## config.mk

```make
export PLATFORM = sky130hd
export DESIGN_NAME = gate_sweep_ctrl
export DESIGN_NICKNAME = d
export VERILOG_FILES = /design/src/rtl/gate_sweep_pkg.sv /design/src/rtl/gate_sweep_ctrl_hold_timer.sv /design/src/rtl/gate_sweep_ctrl.sv
export SDC_FILE = /design/constraint.sdc
export NUM_CORES = 1
export LEC_CHECK = 0
export CAP_MARGIN = 20
export CELL_PAD_IN_SITES_DETAIL_PLACEMENT = 0
export CELL_PAD_IN_SITES_GLOBAL_PLACEMENT = 2
export CORE_MARGIN = 5
export CORE_UTILIZATION = 29
export CTS_CLUSTER_SIZE = 20
export DETAILED_ROUTE_END_ITERATION = 10
export PLACE_DENSITY = 0.83
export SETUP_SLACK_MARGIN = 0.3
export SLEW_MARGIN = 20
export SYNTH_ARGS = -nofsm -noshare
export SYNTH_HDL_FRONTEND = slang
export SYNTH_SLANG_ARGS = --single-unit
export TNS_END_PERCENT = 30
```

## constraint.sdc

```tcl
create_clock -name clk -period 2.2 [get_ports clk]
set_clock_uncertainty 0.15 [all_clocks]
set_input_delay 0.44 -clock clk [delete_from_list [all_inputs] [get_ports clk]]
set_output_delay 0.44 -clock clk [all_outputs]
set_load 0.1 [all_outputs]
```

## src/rtl/gate_sweep_pkg.sv

```systemverilog
// Shared constants and helpers for the gate sweep controller.
package gate_sweep_pkg;

   // FSM state encodings
   localparam logic [1:0] ST_IDLE   = 2'd0;
   localparam logic [1:0] ST_DRIVE  = 2'd1;
   localparam logic [1:0] ST_FINISH = 2'd2;

   // Ceiling log2 for elaboration-time width calculations
   function automatic int clog2(input int value);
      int res;
      res = 0;
      while ((1 << res) < value) begin
         res = res + 1;
      end
      return res;
   endfunction

endpackage

```

## src/rtl/gate_sweep_ctrl_hold_timer.sv

```systemverilog
// Down-counter that sets how long each vector is held on the gate inputs.
// load_i reloads HOLD_CYCLES-1; dec_i counts down; zero_o flags the last hold cycle.
module sweep_hold_timer
   import gate_sweep_pkg::*;
#(
   parameter int HOLD_CYCLES = 10
) (
   input  logic clk,
   input  logic rst_n,
   input  logic load_i,
   input  logic dec_i,
   output logic zero_o
);

   // A hold of one cycle still needs a one-bit counter
   localparam int HW = (clog2(HOLD_CYCLES) > 0) ? clog2(HOLD_CYCLES) : 1;
   localparam logic [HW-1:0] RELOAD = HW'(HOLD_CYCLES - 1);

   logic [HW-1:0] cnt_q;
   logic [HW-1:0] cnt_d;

   // Load has priority; decrement never wraps below zero
   always_comb begin
      cnt_d = cnt_q;
      if (load_i) begin
         cnt_d = RELOAD;
      end else if (dec_i && (cnt_q != '0)) begin
         cnt_d = cnt_q - 1'b1;
      end
   end

   // Counter register
   always_ff @(posedge clk or negedge rst_n) begin
      if (!rst_n) begin
         cnt_q <= '0;
      end else begin
         cnt_q <= cnt_d;
      end
   end

   assign zero_o = (cnt_q == '0);

endmodule

```

## src/rtl/gate_sweep_ctrl.sv

```systemverilog
// Self-check sequencer for a small combinational gate: walks every input
// vector, captures the gate's truth table and scores it against a reference.
module gate_sweep_ctrl
   import gate_sweep_pkg::*;
#(
   parameter int N_IN        = 2,
   parameter int HOLD_CYCLES = 10
) (
   input  logic                 clk,
   input  logic                 rst_n,
   input  logic                 start_i,
   input  logic [2**N_IN-1:0]   expected_i,
   output logic [N_IN-1:0]      gate_in_o,
   input  logic                 gate_out_i,
   output logic                 busy_o,
   output logic                 done_o,
   output logic                 pass_o,
   output logic [2**N_IN-1:0]   tt_o,
   output logic [N_IN:0]        err_count_o
);

   localparam int              N_VEC    = 2**N_IN;
   localparam logic [N_IN-1:0] IDX_LAST = {N_IN{1'b1}};

   logic [1:0]       state_q;
   logic [1:0]       state_d;
   logic [N_IN-1:0]  idx_q;
   logic [N_VEC-1:0] exp_q;
   logic [N_VEC-1:0] tt_q;
   logic [N_IN:0]    err_q;
   logic             pass_q;

   logic             hold_zero;
   logic             hold_load;
   logic             hold_dec;
   logic             accept;
   logic             sample;
   logic             mismatch;
   logic [N_IN:0]    err_inc;

   sweep_hold_timer #(
      .HOLD_CYCLES (HOLD_CYCLES)
   ) u_hold (
      .clk    (clk),
      .rst_n  (rst_n),
      .load_i (hold_load),
      .dec_i  (hold_dec),
      .zero_o (hold_zero)
   );

   assign mismatch = (gate_out_i != exp_q[idx_q]);
   assign err_inc  = err_q + {{N_IN{1'b0}}, mismatch};

   // Next-state and timer control; sampling happens on the last hold cycle of a vector
   always_comb begin
      state_d   = state_q;
      hold_load = 1'b0;
      hold_dec  = 1'b0;
      accept    = 1'b0;
      sample    = 1'b0;
      case (state_q)
         ST_IDLE: begin
            if (start_i) begin
               accept    = 1'b1;
               hold_load = 1'b1;
               state_d   = ST_DRIVE;
            end
         end
         ST_DRIVE: begin
            if (hold_zero) begin
               sample = 1'b1;
               if (idx_q == IDX_LAST) begin
                  state_d = ST_FINISH;
               end else begin
                  hold_load = 1'b1;
               end
            end else begin
               hold_dec = 1'b1;
            end
         end
         ST_FINISH: begin
            state_d = ST_IDLE;
         end
         default: begin
            state_d = ST_IDLE;
         end
      endcase
   end

   // Sweep state: reference latch, vector index, captured table and score.
   // pass is resolved on the final sample so it is already valid while done is high.
   always_ff @(posedge clk or negedge rst_n) begin
      if (!rst_n) begin
         state_q <= ST_IDLE;
         idx_q   <= '0;
         exp_q   <= '0;
         tt_q    <= '0;
         err_q   <= '0;
         pass_q  <= 1'b0;
      end else begin
         state_q <= state_d;
         if (accept) begin
            exp_q  <= expected_i;
            tt_q   <= '0;
            err_q  <= '0;
            pass_q <= 1'b0;
            idx_q  <= '0;
         end
         if (sample) begin
            tt_q[idx_q] <= gate_out_i;
            err_q       <= err_inc;
            if (idx_q == IDX_LAST) begin
               pass_q <= (err_inc == '0);
            end else begin
               idx_q <= idx_q + 1'b1;
            end
         end
      end
   end

   assign busy_o      = (state_q == ST_DRIVE);
   assign done_o      = (state_q == ST_FINISH);
   assign gate_in_o   = busy_o ? idx_q : '0;
   assign pass_o      = pass_q;
   assign tt_o        = tt_q;
   assign err_count_o = err_q;

endmodule

```

After elaboration in Yosys (flattened, before gate mapping)

Index checks and enable logic that the tools add are counted.

Flip-flop bits (word level): 20
Input port bits: 8
Output and inout port bits: 12
Word-level logic and storage cells: 59

Add/subtract/negate cells: 3
Magnitude comparators: 2
Equality and inequality tests: 7
Muxes and demuxes: 31
Reductions and logical operators: 9

Operator list:

| kind                | number |
|---|---|
| $mux 4              | 4 |
| $mux 2              | 7 |
| $mux 1              | 13 |
| $mux 3              | 2 |
| $bwmux 4            | 1 |
| $eq 2x2->1 const B  | 2 |
| $logic_not 4->1     | 1 |
| $ne 2x1->1 const B  | 2 |
| $pmux 2 s2          | 1 |
| $reduce_bool 2->1   | 2 |
| $reduce_bool 4->1   | 1 |
| $sub 4x1->4 const B | 1 |
| $add 3x1->3         | 1 |
| $logic_not 3->1     | 1 |
| $lt 2x3->1 const B  | 1 |
| $reduce_and 3->1    | 1 |
| $add 2x1->2 const B | 1 |
| $bmux 1 s2          | 1 |
| $demux 1 s2         | 1 |
| $eq 2x1->1 const B  | 1 |
| $ge 2x1->1 const B  | 1 |
| $logic_and 1x1->1   | 2 |
| $logic_not 2->1     | 1 |
| $ne 2x2->1 const B  | 1 |
| other kinds (2)     | 2 |

Depth between registers and ports, before layout

Gate-level depths: netlist of run 1.

Depth in word-level cells: 7
Depth in mapped cells: 7
Gate-level depth less buffers: 7

Hierarchy

A second synthesis of run 1 with hierarchy kept.

Cells, all modules: 88
Area, all modules: 1068.5 um^2

By module, submodules not included:

| module           | times used | cells each | area an instance (um^2) | seq. area each (um^2) |
|---|---|---|---|---|
| gate_sweep_ctrl  | 1          | 65         | 838.3                   | 400.4 |
| sweep_hold_timer | 1          | 23         | 230.2                   | 100.1 |

Worst setup path before layout of run 1

OpenSTA, ideal clock, no wires.

Kind: flip-flop to flip-flop
Start point: register idx_q[0]
End point: register pass_q, in the netlist pass_o
Library setup time: 0.079 ns
Arrival: 2.053 ns
Required time: 1.971 ns
Slack: -0.082 ns
Cell stages (with the launch flop): 8
Path buffers: 0
Period minus slack after synthesis: 2.282 ns
Cell sequence: dfrtp_1 mux4_2 xor2_1 ha_1 ha_1 xor2_1 or3_1 mux2i_1

Word-level cells in the longest chain between the ends: 7
Elaborated cells on any way between the ends: 8
Those cells by class: 1 x add/sub; 2 x eq/ne; 4 x mux; 1 x reduce/logical

Ends and longest elaborated chain:

| item                         | line                   | RTL |
|---|---|---|
| start: declaration           | gate_sweep_ctrl.sv:27  | `logic [N_IN-1:0] idx_q;` |
| start signal: assignment     | gate_sweep_ctrl.sv:115 | `idx_q <= idx_q + 1'b1;` |
| $bmux 1 s2                   | gate_sweep_ctrl.sv:51  | `assign mismatch = (gate_out_i != exp_q[idx_q]);` |
| $mux 1 (implied by the code) | gate_sweep_ctrl.sv:51  |  |
| $ne 1x1->1                   | gate_sweep_ctrl.sv:51  |  |
| $add 3x1->3                  | gate_sweep_ctrl.sv:52  | `assign err_inc = err_q + {{N_IN{1'b0}}, mismatch};` |
| $logic_not 3->1              | gate_sweep_ctrl.sv:113 | `pass_q <= (err_inc == '0);` |
| $mux 1 *                     | gate_sweep_ctrl.sv:112 | `if (idx_q == IDX_LAST) begin` |
| $mux 1 *                     | gate_sweep_ctrl.sv:109 | `if (sample) begin` |
| end signal: assignment       | gate_sweep_ctrl.sv:113 |  |
| end: declaration             | gate_sweep_ctrl.sv:31  | `logic pass_q;` |

Mark *: on every way between the ends. The rest lies on a longest branch, timed or not. The select of a mux whose other input is x is not followed.
A chain may end at the register's enable or synchronous reset.

Worst setup path in the final report of run 1

Ends and elaborated chain as after synthesis.

==> impl_metrics.csv, run 1 <==
group,metric,value,unit
synth,ys_top_cells_by_area,"dfrtp_1 (45%), ha_1 (8.9%), nand2_1 (6.7%)",
sta,rsz0062_at_grt,"true",
global_route,antenna_found_initial,0,
critical_path,cp-endpoint,"pass_o$_DFF_PN0_",
cells_and_area,syn2layout_area_growth,31.3,%
synth,synth_top_cell_by_area,"dfrtp_1",
critical_path,rr_endpoint,"pass_o$_DFF_PN0_",
global_route,grt_overflow,0,
cells_and_area,layout_common_cells,"nand2_1 (20), dfrtp_1 (20), buf_4 (14)",
sta,tightest_slew,0.432,ns
floorplanning,coreArea,3720,um2
drt,wirelength,2.33,mm
cells_and_area,fin_area,1480,um2
synth,synth_compound_area_share,10.5,%
power_and_ir_drop,peakVddDrop,0.000635,V
cells_and_area,drive_above_1_share,27.7,%
sta,fin_crit_sh,100,%
power_and_ir_drop,p_total,2.09,mW
synth,synthesis.nets,122,
placed_design,hpwlAfterDp,1.74,mm
sta,hold_viol,0,
clock_tree,cts_buffers,3,
clock_tree,htreeDepth,1,
critical_path,crit_arrival,2.24,ns
floorplanning,die_y,72.2,um
cells_and_area,nNetsFinal,147,
clock_tree,cts_post_setup_buffers_inserted,0,
clock_tree,ctsHoldBuffers,0,
drt,viasPerCell,4.72,
clock_tree,cts_sinks,20,
job,drv_cap,0,
status,violations,"negative setup slack",
global_route,grt_pass1_vias,890,
critical_path,rrSetupSlack,-0.003,ns
sta,whs,0.331,ns
drt,first_iter_violations,64,
cells_and_area,diodes,0,
critical_path,rr_worst_depth,7,
drt,first_pass_iters,4,
sta,fin_ws,-0.00269,ns
min_path,min_path_type,"reg2reg",
cells_and_area,final-instance-count-excl-fill,178,
critical_path,crit_path_max_incr_delay,0.52,ns
drt,num_vias,840,
critical_path,critPathKind,"reg2reg",
synth,ys_seq_area_share,44.5,%
synth,synth.distinct_cells,36,
synth,avgSynthCellArea,10.6,um2
clock_tree,cts_root_buffer,"clkbuf_8",
critical_path,startpoint,"idx_q[0]$_DFF_PN0_",
placed_design,post-place-ws,-0.0670,ns
status,outcome,"finished, violations left",
power_and_ir_drop,power.leakage,0.708,nW
drt,drt-wirelength-per-cell,13.1,um
synth,synth_seq_cells,20,
synth,synth-simple-area-share,22.3,%
sta,max-slew-margin-rel,71.2,%
critical_path,cp_slowest_cell,"mux4_2",
clock_tree,clk_pin_slew,0.07,ns
clock_tree,clkLatencyLatePin,0.26,ns
critical_path,startpoint_type,"register",
synth,synth_top_family_by_area,"simple AND/OR/NAND/NOR gates",
critical_path,critPathCaptureType,"register",
critical_path,crit_top_cell,"xor2_1",
floorplanning,rows,22,
critical_path,crit_fanout,2,
synth,synthesis.instances,106,
placed_design,numPortBuffers,19,
global_route,grt_use_total,10.2,%
sta,slew_violations,0,
synth,synth_adder_area_share,8.91,%
floorplanning,initial_utilization,30.2,%
floorplanning,dieArea,5220,um2
synth,netlist.area_leader.share,44.5,%
synth,synth_xor_area_share,1.56,%
critical_path,path_cells,"mux4_2 -> xor2_1 -> ha_2 -> ha_4 -> xor2_1 -> or3_1 -> mux2i_1",
global_route,grt_pass1_wl,4.13,mm
critical_path,worst_ep_required_time,2.23,ns
placed_design,gp_congestion,0.785,
synth,syn_area,1120,um2
synth,ys.warnings.count,0,
global_route,grt_max_degree,21,
floorplanning,die_x,72.2,um
drt,ant_nets,0,
clock_tree,tritoncts,"built",
critical_path,reg2reg_from,"idx_q[0]$_DFF_PN0_",
placed_design,place_inst,174,
synth,muxShareOfSynthArea,6.01,%
sta,layout_min_cycle_time,2.20,ns
sta,fmax,454,MHz
clock_tree,clk_path_buf_depth,2,
sta,setup_viol,1,
drt,remaining_drc_errors,0,
floorplanning,ios,20,
power_and_ir_drop,cellPowerDensity,1410,nW/um2
placed_design,placed_cell_area,1400,um2
-- flip-flops by register name, summed over array words and instances (netlist names) --
signal,flops
exp_q,4
tt_o,4
u_hold.cnt_q,4
err_count_o,3
idx_q,2
state_q,2
pass_o,1
-- layout make-up --
type,count,area (um2)
fillers,376,2240
multi-input cells,74,578
flip-flops and latches,20,500
repair buffers,25,255
well taps,48,60.1
clock buffers,4,55.1
inverters,7,26.3
-- per-layer routing --
| metal | wire length [um] | part of all wire (%) | vias to the layer above | GRT usage [%] |
|---|---|---|---|---|
| li1 | - | - | 413 | - |
| met1 | 1080 | 46 | 400 | 13.5 |
| met2 | 1060 | 45 | 23 | 15.4 |
| met3 | 141 | 6.1 | 4 | 1.94 |
| met4 | 48 | 2.1 | 0 | 5.64 |
| met5 | 0 | 0 | - | 0 |
-- cells by family after synthesis --
logic type	Yosys count
adders and majority gates	8
xor gates and xnor gates	2
DFF	20
AOI/OAI and AO/OA	15
muxes	5
and+or+nand+nor	44
buffers and inverters	12
-- cells in the mapped netlist, drive strengths merged --
cell and count:
a21bo 1, a21boi 1, a21oi 1, a311oi 3, a31o 3, a31oi 1, and2 3, and2b 1
and3 2, buf 5, dfrtp 20, ha 8, inv 7, mux2 1, mux2i 3, mux4 1
nand2 20, nand2b 1, nand3 4, nand3b 1, nand4 1, nand4b 1, nor2 2, nor2b 1
nor3 1, nor3b 2, o21ai 3, o22a 1, o32ai 1, or2 1, or3 1, or3b 2
xor2 2
-- through the flow --
stage | TNS, ns | util (%)
after floorplan | -0.233 | -
after global placement | -0.0299 | 37.5
after detailed placement | -0.0670 | 37.5
after CTS | -0.00189 | 39.7
after global routing | -0.108 | 39.7
final | -0.00269 | 39.7
-- critical path: cells and delay by family (launching register included) --
family,cells,cell delay (ns)
XOR/XNOR,2,0.31
adder cells (fa/ha/maj),2,0.35
flip-flops,1,0.37
multiplexers,2,0.65
AND/OR/NAND/NOR,1,0.31
-- worst min-delay path by stage --
stage	from	endpoint	slack [ns]	cells after the start
6_report	exp_q[2]$_DFFE_PN0P_	exp_q[2]$_DFFE_PN0P_	0.33	2
2_1_floorplan	rst_n	err_count_o[0]$_DFFE_PN0P_	-0.006	0
3_3_place_gp	exp_q[2]$_DFFE_PN0P_	exp_q[2]$_DFFE_PN0P_	0.31	2
3_5_place_dp	exp_q[2]$_DFFE_PN0P_	exp_q[2]$_DFFE_PN0P_	0.31	2
4_1_cts	exp_q[2]$_DFFE_PN0P_	exp_q[2]$_DFFE_PN0P_	0.33	2
5_1_grt	exp_q[0]$_DFFE_PN0P_	exp_q[0]$_DFFE_PN0P_	0.36	2
-- timing repair --
action | 4_1_cts | 5_1_grt
endpoints found under the setup margin | 5 | 5
pin swaps | 2 | 2
resized for setup | 6 | 0
cloned | 0 | 0
-- power breakdown --
| group | switching [mW] | leakage [nW] | internal (mW) |
|---|---|---|---|
| clock | 0.119 | 0.0288 | 0.159 |
| sequential | 0.0946 | 0.255 | 0.500 |
| combinational | 0.771 | 0.425 | 0.442 |
Power figures use the tool's default switching activity.
==> run 2: changes to the inputs <==
--- a/config.mk
+++ b/config.mk
@@ -13,6 +13,7 @@
 export CTS_CLUSTER_SIZE = 20
 export DETAILED_ROUTE_END_ITERATION = 10
 export PLACE_DENSITY = 0.83
+export RECOVER_POWER = 50
 export SETUP_SLACK_MARGIN = 0.3
 export SLEW_MARGIN = 20
 export SYNTH_ARGS = -nofsm -noshare
==> run 2 against run 1 <==
Compared with the run above: the run still ends with negative setup slack left; non-clock buffer count did not move; setup slack got worse by 0.00085 ns; core utilization shrank 0.44 points; critical path type unchanged; largest cell class unchanged.
==> impl_metrics.csv, run 2 (synthesis results as in run 1) <==
group,metric,value,unit
critical_path,startpoint_type,"register",
floorplanning,initial_utilization,30.2,%
power_and_ir_drop,power.leakage,0.701,nW
power_and_ir_drop,p_total,2.07,mW
status,violations,"negative setup slack",
clock_tree,cts_root_buffer,"clkbuf_8",
global_route,grt_max_degree,21,
drt,drt-wirelength-per-cell,13.0,um
sta,hold_viol,0,
critical_path,rr_endpoint,"pass_o$_DFF_PN0_",
clock_tree,clkLatencyLatePin,0.26,ns
cells_and_area,syn2layout_area_growth,29.8,%
critical_path,crit_arrival,2.24,ns
drt,first_iter_violations,58,
placed_design,hpwlAfterDp,1.74,mm
placed_design,gp_congestion,0.785,
cells_and_area,drive_above_1_share,26.9,%
job,drv_cap,0,
sta,fmax,454,MHz
cells_and_area,multiInputGateArea,578,um2
floorplanning,die_x,72.2,um
clock_tree,cts_buffers,3,
critical_path,worst_ep_required_time,2.23,ns
power_and_ir_drop,peakVddDrop,0.000633,V
critical_path,crit_fanout,2,
clock_tree,cts_sinks,20,
drt,wirelength,2.32,mm
floorplanning,rows,22,
clock_tree,ctsHoldBuffers,0,
power_and_ir_drop,cellPowerDensity,1420,nW/um2
sta,layout_min_cycle_time,2.20,ns
cells_and_area,nNetsFinal,147,
global_route,antenna_found_initial,0,
cells_and_area,diodes,0,
floorplanning,coreArea,3720,um2
critical_path,reg2reg_from,"idx_q[0]$_DFF_PN0_",
clock_tree,htreeDepth,1,
sta,fin_ws,-0.00355,ns
drt,remaining_drc_errors,0,
critical_path,rr_worst_depth,7,
status,outcome,"finished, violations left",
cells_and_area,seq_area,500,um2
sta,setup_viol,1,
clock_tree,tritoncts,"built",
floorplanning,ios,20,
critical_path,critPathCaptureType,"register",
critical_path,critPathKind,"reg2reg",
floorplanning,dieArea,5220,um2
global_route,grt_use_total,10.2,%
cells_and_area,layout_common_cells,"nand2_1 (20), dfrtp_1 (20), buf_4 (8)",
sta,slew_violations,0,
drt,num_vias,835,
clock_tree,clk_path_buf_depth,2,
min_path,holdPathEnd,"exp_q[2]$_DFFE_PN0P_",
sta,whs,0.331,ns
clock_tree,clk_pin_slew,0.07,ns
min_path,hold_depth,2,
floorplanning,die_y,72.2,um
min_path,min_path_type,"reg2reg",
sta,rsz0062_at_grt,"true",
global_route,grt_overflow,0,
min_path,hp-start,"exp_q[2]$_DFFE_PN0P_",
drt,first_pass_iters,4,
cells_and_area,fillCellCount,381,
drt,ant_nets,0,
sta,fin_crit_sh,100,%
global_route,grt_pass1_wl,4.13,mm
placed_design,numPortBuffers,19,
global_route,grt_pass1_vias,890,
sta,max-slew-margin-rel,27.1,%
drt,viasPerCell,4.69,
critical_path,startpoint,"idx_q[0]$_DFF_PN0_",
sta,tightest_slew,1.09,ns
critical_path,rrSetupSlack,-0.004,ns
[run 2: how the worst max path moves through the flow]
| stage | endpoint | slack [ns] | cells after the start |
|---|---|---|---|
| 5_1_grt | pass_o$_DFF_PN0_ | -0.11 | 7 |
| 6_report | pass_o$_DFF_PN0_ | -0.004 | 7 |
| 3_5_place_dp | pass_o$_DFF_PN0_ | -0.07 | 7 |
| 3_3_place_gp | pass_o$_DFF_PN0_ | -0.03 | 7 |
| 4_1_cts | pass_o$_DFF_PN0_ | -0.002 | 7 |
| 2_1_floorplan | pass_o$_DFF_PN0_ | -0.08 | 7 |
[run 2: per-layer routing]
metal	track usage, %	share of wire [%]	up-vias
met3	1.94	5.9	4
li1	-	-	413
met1	13.5	46	395
met5	0	0	-
met4	5.64	2.1	0
met2	15.4	46	23
[run 2: through the flow]
step           worst slack (ns)  area [um2]  TNS [ns]  util (%)  std cells
2_1_floorplan           -0.0824        1120    -0.233         -        106
3_3_place_gp            -0.0299        1400   -0.0299      37.5        174
3_5_place_dp            -0.0670        1400   -0.0670      37.5        174
4_1_cts                -0.00189        1480  -0.00189      39.7        178
5_1_grt                  -0.108        1460    -0.108      39.3        178
6_report               -0.00355        1460  -0.00355      39.3        178
[run 2: timing repair]
item / CTS / global route
gates cloned: 0 / 0
resized for setup: 6 / 0
endpoints found under the setup margin: 5 / 5
pin swaps: 2 / 2
buffers inserted: 0 / 0
[run 2: worst max-delay path: stages, from the launching register on]
cell     delay (ns)
dfrtp_1        0.37
mux4_2         0.52
xor2_1         0.16
ha_2           0.19
ha_4           0.16
xor2_1         0.15
or3_1          0.31
mux2i_1        0.13
[run 2: power by group]
group	internal, mW	total [mW]	switching [mW]
Sequential	0.500	0.593	0.0935
Clock	0.159	0.278	0.119
Combinational	0.423	1.19	0.772
Total	1.08	2.07	0.984
[run 2: area by class of cell]
cell class	count	share of cell area, %
Inverter	7	1.80
Tap cell	48	4.12
Timing Repair Buffer	25	16.4
Multi-Input combinational cell	74	39.6
Sequential cell	20	34.3
Clock buffer	4	3.77
==> run 3: changes to the inputs <==
--- a/config.mk
+++ b/config.mk
@@ -10,7 +10,6 @@
 export CELL_PAD_IN_SITES_GLOBAL_PLACEMENT = 2
 export CORE_MARGIN = 5
 export CORE_UTILIZATION = 29
-export CTS_CLUSTER_SIZE = 20
 export DETAILED_ROUTE_END_ITERATION = 10
 export PLACE_DENSITY = 0.83
 export RECOVER_POWER = 50
==> results of run 3 <==
No change in the layout: final DEF, timing and power equal those of run 2.
